<file path="src/rtl/grid_renderer.sv">
// Board-to-pixel renderer: snapshots the cell-code board, maps each pixel request to an RGB565
// colour through a two-stage pipeline. The palette is writable at run time. Optional grid lines
// and a blinking cursor outline are supported.
module grid_renderer #(
  parameter int unsigned COLS         = 8,
  parameter int unsigned ROWS         = 8,
  parameter int unsigned CODE_W       = 5,
  parameter int unsigned CELL_SHIFT   = 4,
  parameter int unsigned ADDR_W       = 8,
  parameter int unsigned Y_OFFSET     = 16,
  parameter logic [15:0] BG_COLOR     = 16'h0000,
  parameter logic [15:0] LINE_COLOR   = 16'h4208,
  parameter logic [15:0] CURSOR_COLOR = 16'hFFFF,
  parameter int unsigned BLINK_FRAMES = 15,
  localparam int unsigned ColW        = (COLS > 1) ? $clog2(COLS) : 1,
  localparam int unsigned RowW        = (ROWS > 1) ? $clog2(ROWS) : 1
) (
  input  logic                          clk,
  input  logic                          rst,
  input  logic [ROWS*COLS*CODE_W-1:0]   board_flat_i,
  input  logic                          board_load_i,
  input  logic                          pix_req_i,
  input  logic [ADDR_W-1:0]             pix_x_i,
  input  logic [ADDR_W-1:0]             pix_y_i,
  output logic                          pix_valid_o,
  output logic [15:0]                   pix_data_o,
  input  logic                          pal_we_i,
  input  logic [CODE_W-1:0]             pal_addr_i,
  input  logic [15:0]                   pal_wdata_i,
  input  logic                          show_lines_i,
  input  logic                          cursor_en_i,
  input  logic [ColW-1:0]               cursor_col_i,
  input  logic [RowW-1:0]               cursor_row_i,
  input  logic                          frame_tick_i
);

  localparam int unsigned PalDepth = 2 ** CODE_W;
  localparam int unsigned XEnd     = COLS << CELL_SHIFT;
  localparam int unsigned YEnd     = Y_OFFSET + (ROWS << CELL_SHIFT);
  localparam int unsigned BlinkW   = $clog2(BLINK_FRAMES + 1);

  function automatic logic [15:0] pal_default(int unsigned idx);
    case (idx)
      10:      pal_default = 16'hFCC0;
      16:      pal_default = 16'hFAAC;
      17:      pal_default = 16'h8760;
      18:      pal_default = 16'h351F;
      default: pal_default = 16'h0000;
    endcase
  endfunction

  logic [ROWS*COLS*CODE_W-1:0] board_q;
  logic [15:0]                 pal_q [PalDepth];
  logic                        blink_on_q, blink_on_d;
  logic [BlinkW-1:0]           blink_cnt_q, blink_cnt_d;

  logic                        s1_valid_q, s1_in_win_q, s1_border_q, s1_cursor_q;
  logic [CODE_W-1:0]           s1_code_q;
  logic                        s1_in_win_d, s1_border_d, s1_cursor_d;
  logic [CODE_W-1:0]           s1_code_d;

  logic                        pix_valid_q;
  logic [15:0]                 pix_data_q, pix_data_d;

  // Extra MSB keeps rows above the board from wrapping into the window.
  logic [ADDR_W:0]             dy;
  logic [ADDR_W-1:0]           col;
  logic [ADDR_W:0]             row;
  logic [CELL_SHIFT-1:0]       lx, ly;
  int unsigned                 cell_idx;

  assign dy  = {1'b0, pix_y_i} - (ADDR_W + 1)'(Y_OFFSET);
  assign col = pix_x_i >> CELL_SHIFT;
  assign row = dy >> CELL_SHIFT;
  assign lx  = pix_x_i[CELL_SHIFT-1:0];
  assign ly  = dy[CELL_SHIFT-1:0];

  // Stage 1 decode: window test, cell lookup in the snapshot, border and cursor hit.
  always_comb begin
    s1_in_win_d = (32'(pix_x_i) < XEnd) && (32'(pix_y_i) >= Y_OFFSET) && (32'(pix_y_i) < YEnd);
    cell_idx    = s1_in_win_d ? (32'(row) * COLS + 32'(col)) : 0;
    s1_code_d   = board_q[cell_idx*CODE_W +: CODE_W];
    s1_border_d = (lx == '0) || (lx == '1) || (ly == '0) || (ly == '1);
    s1_cursor_d = cursor_en_i && (32'(cursor_col_i) < COLS) && (32'(cursor_row_i) < ROWS) &&
                  (32'(col) == 32'(cursor_col_i)) && (32'(row) == 32'(cursor_row_i));
  end

  // Stage 2 colour select; the palette is read here so same-edge writes are visible.
  always_comb begin
    if (!s1_in_win_q) begin
      pix_data_d = BG_COLOR;
    end else if (s1_cursor_q && s1_border_q && blink_on_q) begin
      pix_data_d = CURSOR_COLOR;
    end else if (show_lines_i && s1_border_q) begin
      pix_data_d = LINE_COLOR;
    end else begin
      pix_data_d = pal_q[s1_code_q];
    end
  end

  // Blink counter: toggles the cursor every BLINK_FRAMES frame ticks.
  always_comb begin
    blink_cnt_d = blink_cnt_q;
    blink_on_d  = blink_on_q;
    if (frame_tick_i) begin
      if (32'(blink_cnt_q) == BLINK_FRAMES - 1) begin
        blink_cnt_d = '0;
        blink_on_d  = ~blink_on_q;
      end else begin
        blink_cnt_d = blink_cnt_q + 1'b1;
      end
    end
  end

  // Board snapshot, palette storage and blink state.
  always_ff @(posedge clk or posedge rst) begin
    if (rst) begin
      board_q     <= '0;
      blink_on_q  <= 1'b1;
      blink_cnt_q <= '0;
      for (int i = 0; i < PalDepth; i++) begin
        pal_q[i] <= pal_default(i);
      end
    end else begin
      blink_on_q  <= blink_on_d;
      blink_cnt_q <= blink_cnt_d;
      if (board_load_i) begin
        board_q <= board_flat_i;
      end
      if (pal_we_i) begin
        pal_q[pal_addr_i] <= pal_wdata_i;
      end
    end
  end

  // Pipeline registers; payload only moves with a valid request, output holds otherwise.
  always_ff @(posedge clk or posedge rst) begin
    if (rst) begin
      s1_valid_q  <= 1'b0;
      s1_in_win_q <= 1'b0;
      s1_border_q <= 1'b0;
      s1_cursor_q <= 1'b0;
      s1_code_q   <= '0;
      pix_valid_q <= 1'b0;
      pix_data_q  <= '0;
    end else begin
      s1_valid_q  <= pix_req_i;
      pix_valid_q <= s1_valid_q;
      if (pix_req_i) begin
        s1_in_win_q <= s1_in_win_d;
        s1_border_q <= s1_border_d;
        s1_cursor_q <= s1_cursor_d;
        s1_code_q   <= s1_code_d;
      end
      if (s1_valid_q) begin
        pix_data_q <= pix_data_d;
      end
    end
  end

  assign pix_valid_o = pix_valid_q;
  assign pix_data_o  = pix_data_q;

endmodule

</file>
<file path="config.mk">
export PLATFORM = sky130hd
export DESIGN_NAME = grid_renderer
export DESIGN_NICKNAME = d
export VERILOG_FILES = /design/src/rtl/grid_renderer.sv
export SDC_FILE = /design/constraint.sdc
export NUM_CORES = 2
export LEC_CHECK = 0
export BUFFER_PORTS_ARGS = -buffer_cell sky130_fd_sc_hd__buf_2
export CAP_MARGIN = 20
export CORE_ASPECT_RATIO = 0.75
export CORE_UTILIZATION = 52
export CTS_BUF_LIST = sky130_fd_sc_hd__clkbuf_4 sky130_fd_sc_hd__clkbuf_8
export DETAILED_ROUTE_END_ITERATION = 6
export GPL_TIMING_DRIVEN = 0
export HOLD_SLACK_MARGIN = 0.02
export PLACE_DENSITY_LB_ADDON = 0.15
export RECOVER_POWER = 25
export SLEW_MARGIN = 20
export SYNTH_ARGS = -nofsm -noshare
export SYNTH_HDL_FRONTEND = slang
export SYNTH_SLANG_ARGS = --single-unit
</file>
<file path="constraint.sdc">
create_clock -name clk -period 72.1 [get_ports clk]
set_input_delay 14.42 -clock clk [delete_from_list [all_inputs] [get_ports clk]]
set_output_delay 14.42 -clock clk [all_outputs]
set_load 0.02 [all_outputs]
</file>
==> flow_metrics.py <==
metrics = {
    "clock_tree": {
        "cts_tree": "done",
        "cts_max_level": 4,
        "postCtsSetupBuffers": 0,
        "clk_pin_slew_ns": 0.05,
        "root_buffer": "clkbuf_8",
        "cts_made_buffers": 142,
        "cts_buffer_depth": 3,
        "insertion_delay_ns": 0.83,
        "cts.sinks": 863,
        "cts_resized": 0,
        "cts_hold_buf": 0,
    },
    "floorplan": {
        "die_x_um": 321,
        "core.rowCount": 87,
        "initial_core_util": 0.527,
        "die-area_um2": 77300,
        "die_y_um": 241,
        "boundaryPins": 388,
        "core_um2": 75200,
    },
    "setup_path": {
        "cp-start-kind": "input pin",
        "critPathMaxStageDelay_ns": 3.42,
        "endpoint_kind": "asynchronous set/reset pin",
        "arrival_ns": 22.48,
        "crit_path_frequent_cell": "clkbuf_1",
        "critPathBufInv": 4,
        "worstSetupPathType": "in2async",
        "path_cells": "buf_2 > clkinvlp_2 > clkbuf_1 > clkbuf_1",
        "cp_slowest_cell": "clkbuf_1",
        "required_ns": 71.93,
        "crit_family": "buffers and inverters",
        "cp_max_fo": 92,
    },
    "routing": {
        "wl_met1_um": 58600,
        "detail-route-antenna-nets": 0,
        "vias": 27300,
        "drc": 0,
        "wirelength_um": 131000,
        "route.met3.wl_um": 10800,
        "dr.first_iter.drc_count": 2716,
        "routedWlPerCell_um": 29.8,
        "drt_first_pass_iters": 6,
        "routed_via_density": 6.20,
        "wl_met2_um": 57700,
        "highest_layer": "met5",
    },
    "global_route": {
        "grt_pass1_wl_um": 188000,
        "grt_max_degree": 112,
        "grt_antenna_before_repair": 35,
        "overflow": 0,
        "first_global_vias": 28100,
        "grt_use_total": 0.340,
    },
    "synthesis": {
        "synth.top_cell.area_share": 0.524,
        "yosys-top-cells-area": "dfrtp_1, mux2_2, mux4_2",
        "async_flop_share": 1.00,
        "synth_edf_count": 0,
        "ys_warn_count": 0,
        "ys_ff_latch": 863,
        "synth_area_leader_cell": "dfrtp_1",
        "syn_area_um2": 39600,
        "avgSynthCellArea_um2": 14.6,
        "synth_seq_area_share": 0.546,
        "synth_ff_type": "dfrtp_1",
        "syn-num-nets": 3081,
        "synth_cells": 2706,
        "yosysUniqueCellTypes": 80,
    },
    "timing": {
        "clock.fmax_mhz": 44.1,
        "final_hold_viol_count": 0,
        "period_share": 0.314,
        "tightestPinTransition_ns": 4.61,
        "finClkSkew_ns": 0.0271,
        "maxSlewHeadroom": -2.07,
        "drv_slew": 464,
        "rsz0062_at_grt": "no",
        "layout_min_cycle_time_ns": 22.65,
        "finalSetupViolCount": 0,
        "setup_tns_ns": 0,
    },
    "layout": {
        "fill_cells": 5867,
        "drive_gt1_frac": 0.529,
        "final_nets": 3617,
        "areaGrowthSynthToFinish_pct": 16.5,
    },
    "placed_design": {
        "dpl.hpwl_um": 99200,
        "gp_congestion": 0.990,
        "portBuffers": 380,
    },
    "flow_run": {
        "cap_violations": 6,
    },
    "hold_path": {
        "min-delay-path-class": "reg2reg",
    },
    "outcome": {
        "violations": "capacitance limit, slew limit",
        "status": "finished with violations",
    },
    "pwr": {
        "p_leak_nw": 20.3,
        "power.density_nw_per_um2": 29.6,
        "irDropWorstVdd_v": 0.0000176,
        "power_mw": 1.37,
    },
}
power by group:
part	internal (mW)	switching, mW
clock	0.261	0.207
sequential	0.565	0.0419
combinational	0.151	0.140
total	0.977	0.389
registers in the layout, indices dropped and copies added, names as in the netlist:
register and cells:
s1_cursor_q 1, s1_in_win_q 1, pal_q 512, s1_valid_q 1, blink_on_q 1, s1_code_q 5, s1_border_q 1, blink_cnt_q 4
pix_valid_o 1, board_q 320, pix_data_o 16
placed cells by master (no fill, tap or decap), types with 29 or more instances in the layout:
cell type and n:
nand2_1 105, mux2i_1 29, dfstp_2 34, mux4_2 160, a21oi_1 49, clkbuf_8 182, nor2_1 39, diode_2 29
dfrtp_1 829, o221ai_1 29, clkbuf_4 43, buf_2 413, mux2_2 880, clkbuf_1 180
final cells by class:
cell class              count  area [µm²]  area share
flip-flops and latches    863       21600       0.469
multi-input cells        1587       17000       0.368
clock buffers             225        2830      0.0613
repair buffers            392        2060      0.0447
well taps                1023        1280      0.0277
plain buffers             228         923      0.0200
clock inverters            29         265     0.00575
inverters                  28         106     0.00231
diodes                     29        72.6     0.00157
path summary, 6_finish.rpt:
path                             endpoint         start  cells after the start  slack, ns
setup / recovery               pal_q[101]           rst                      4      49.45
hold / removal                  pal_q[84]     pal_q[84]                      1       0.50
setup reg to reg           pix_data_o[11]  s1_code_q[1]                      7      68.49
hold reg to reg                 pal_q[84]     pal_q[84]                      1       0.50
max in group clk             s1_code_q[4]    pix_y_i[4]                     14      53.79
min in group asynchronous    board_q[164]           rst                      2      14.28
worst register-to-register path: cells and delay by family (launching register included):
kind / cells / cell delay, ns
buf+inv: 2 / 1.39
mux: 3 / 1.26
flops: 1 / 0.47
compound gates: 2 / 0.37
layer usage:
metal  GRT usage  vias up
li1            -    11200
met1       0.503    14600
met2       0.488     1184
met3      0.0848      276
met4       0.123        2
met5           0        -
cell families (layout without fill, tap and decap cells):
logic type	Yosys count	count (layout)	share of synthesized area
AOI/OAI and AO/OA	261	261	0.0466
adders and majority gates	4	4	0.00126
muxes	1069	1069	0.349
and+or+nand+nor	243	243	0.0296
other	0	29	0
xor gates and xnor gates	10	10	0.00221
DFF	863	863	0.546
buffers and inverters	256	902	0.0254
cell usage after synthesis, types with 7 or more instances:
master	number
a21oi_1	49
inv_1	27
nor3_1	10
a211oi_1	14
mux2i_1	29
mux4_2	160
o211ai_1	14
and3_1	12
nand3_1	22
o22ai_1	22
a221oi_1	7
nand4_1	9
o21ai_0	27
dfstp_2	34
a2111oi_0	8
nand2_1	105
a31oi_1	24
buf_1	26
buf_2	22
clkbuf_1	176
dfrtp_1	829
o221ai_1	29
mux2_2	880
nor2b_1	9
nor2_1	41
metrics by stage:
step                      utilization  setup WS, ns  instances  instance area [µm²]  hold WS [ns]
final                           0.613         49.45       4404                46100         0.501
after global routing            0.613         47.47       4399                46100         0.506
after CTS                       0.614         54.14       4374                46200         0.501
after detailed placement        0.573         53.29       4120                43100         0.481
after global placement          0.569         25.80       4109                42800         0.471
after floorplan                     -         33.48       2706                39600         0.372
No activity file was read; power rests on OpenSTA's default activity.
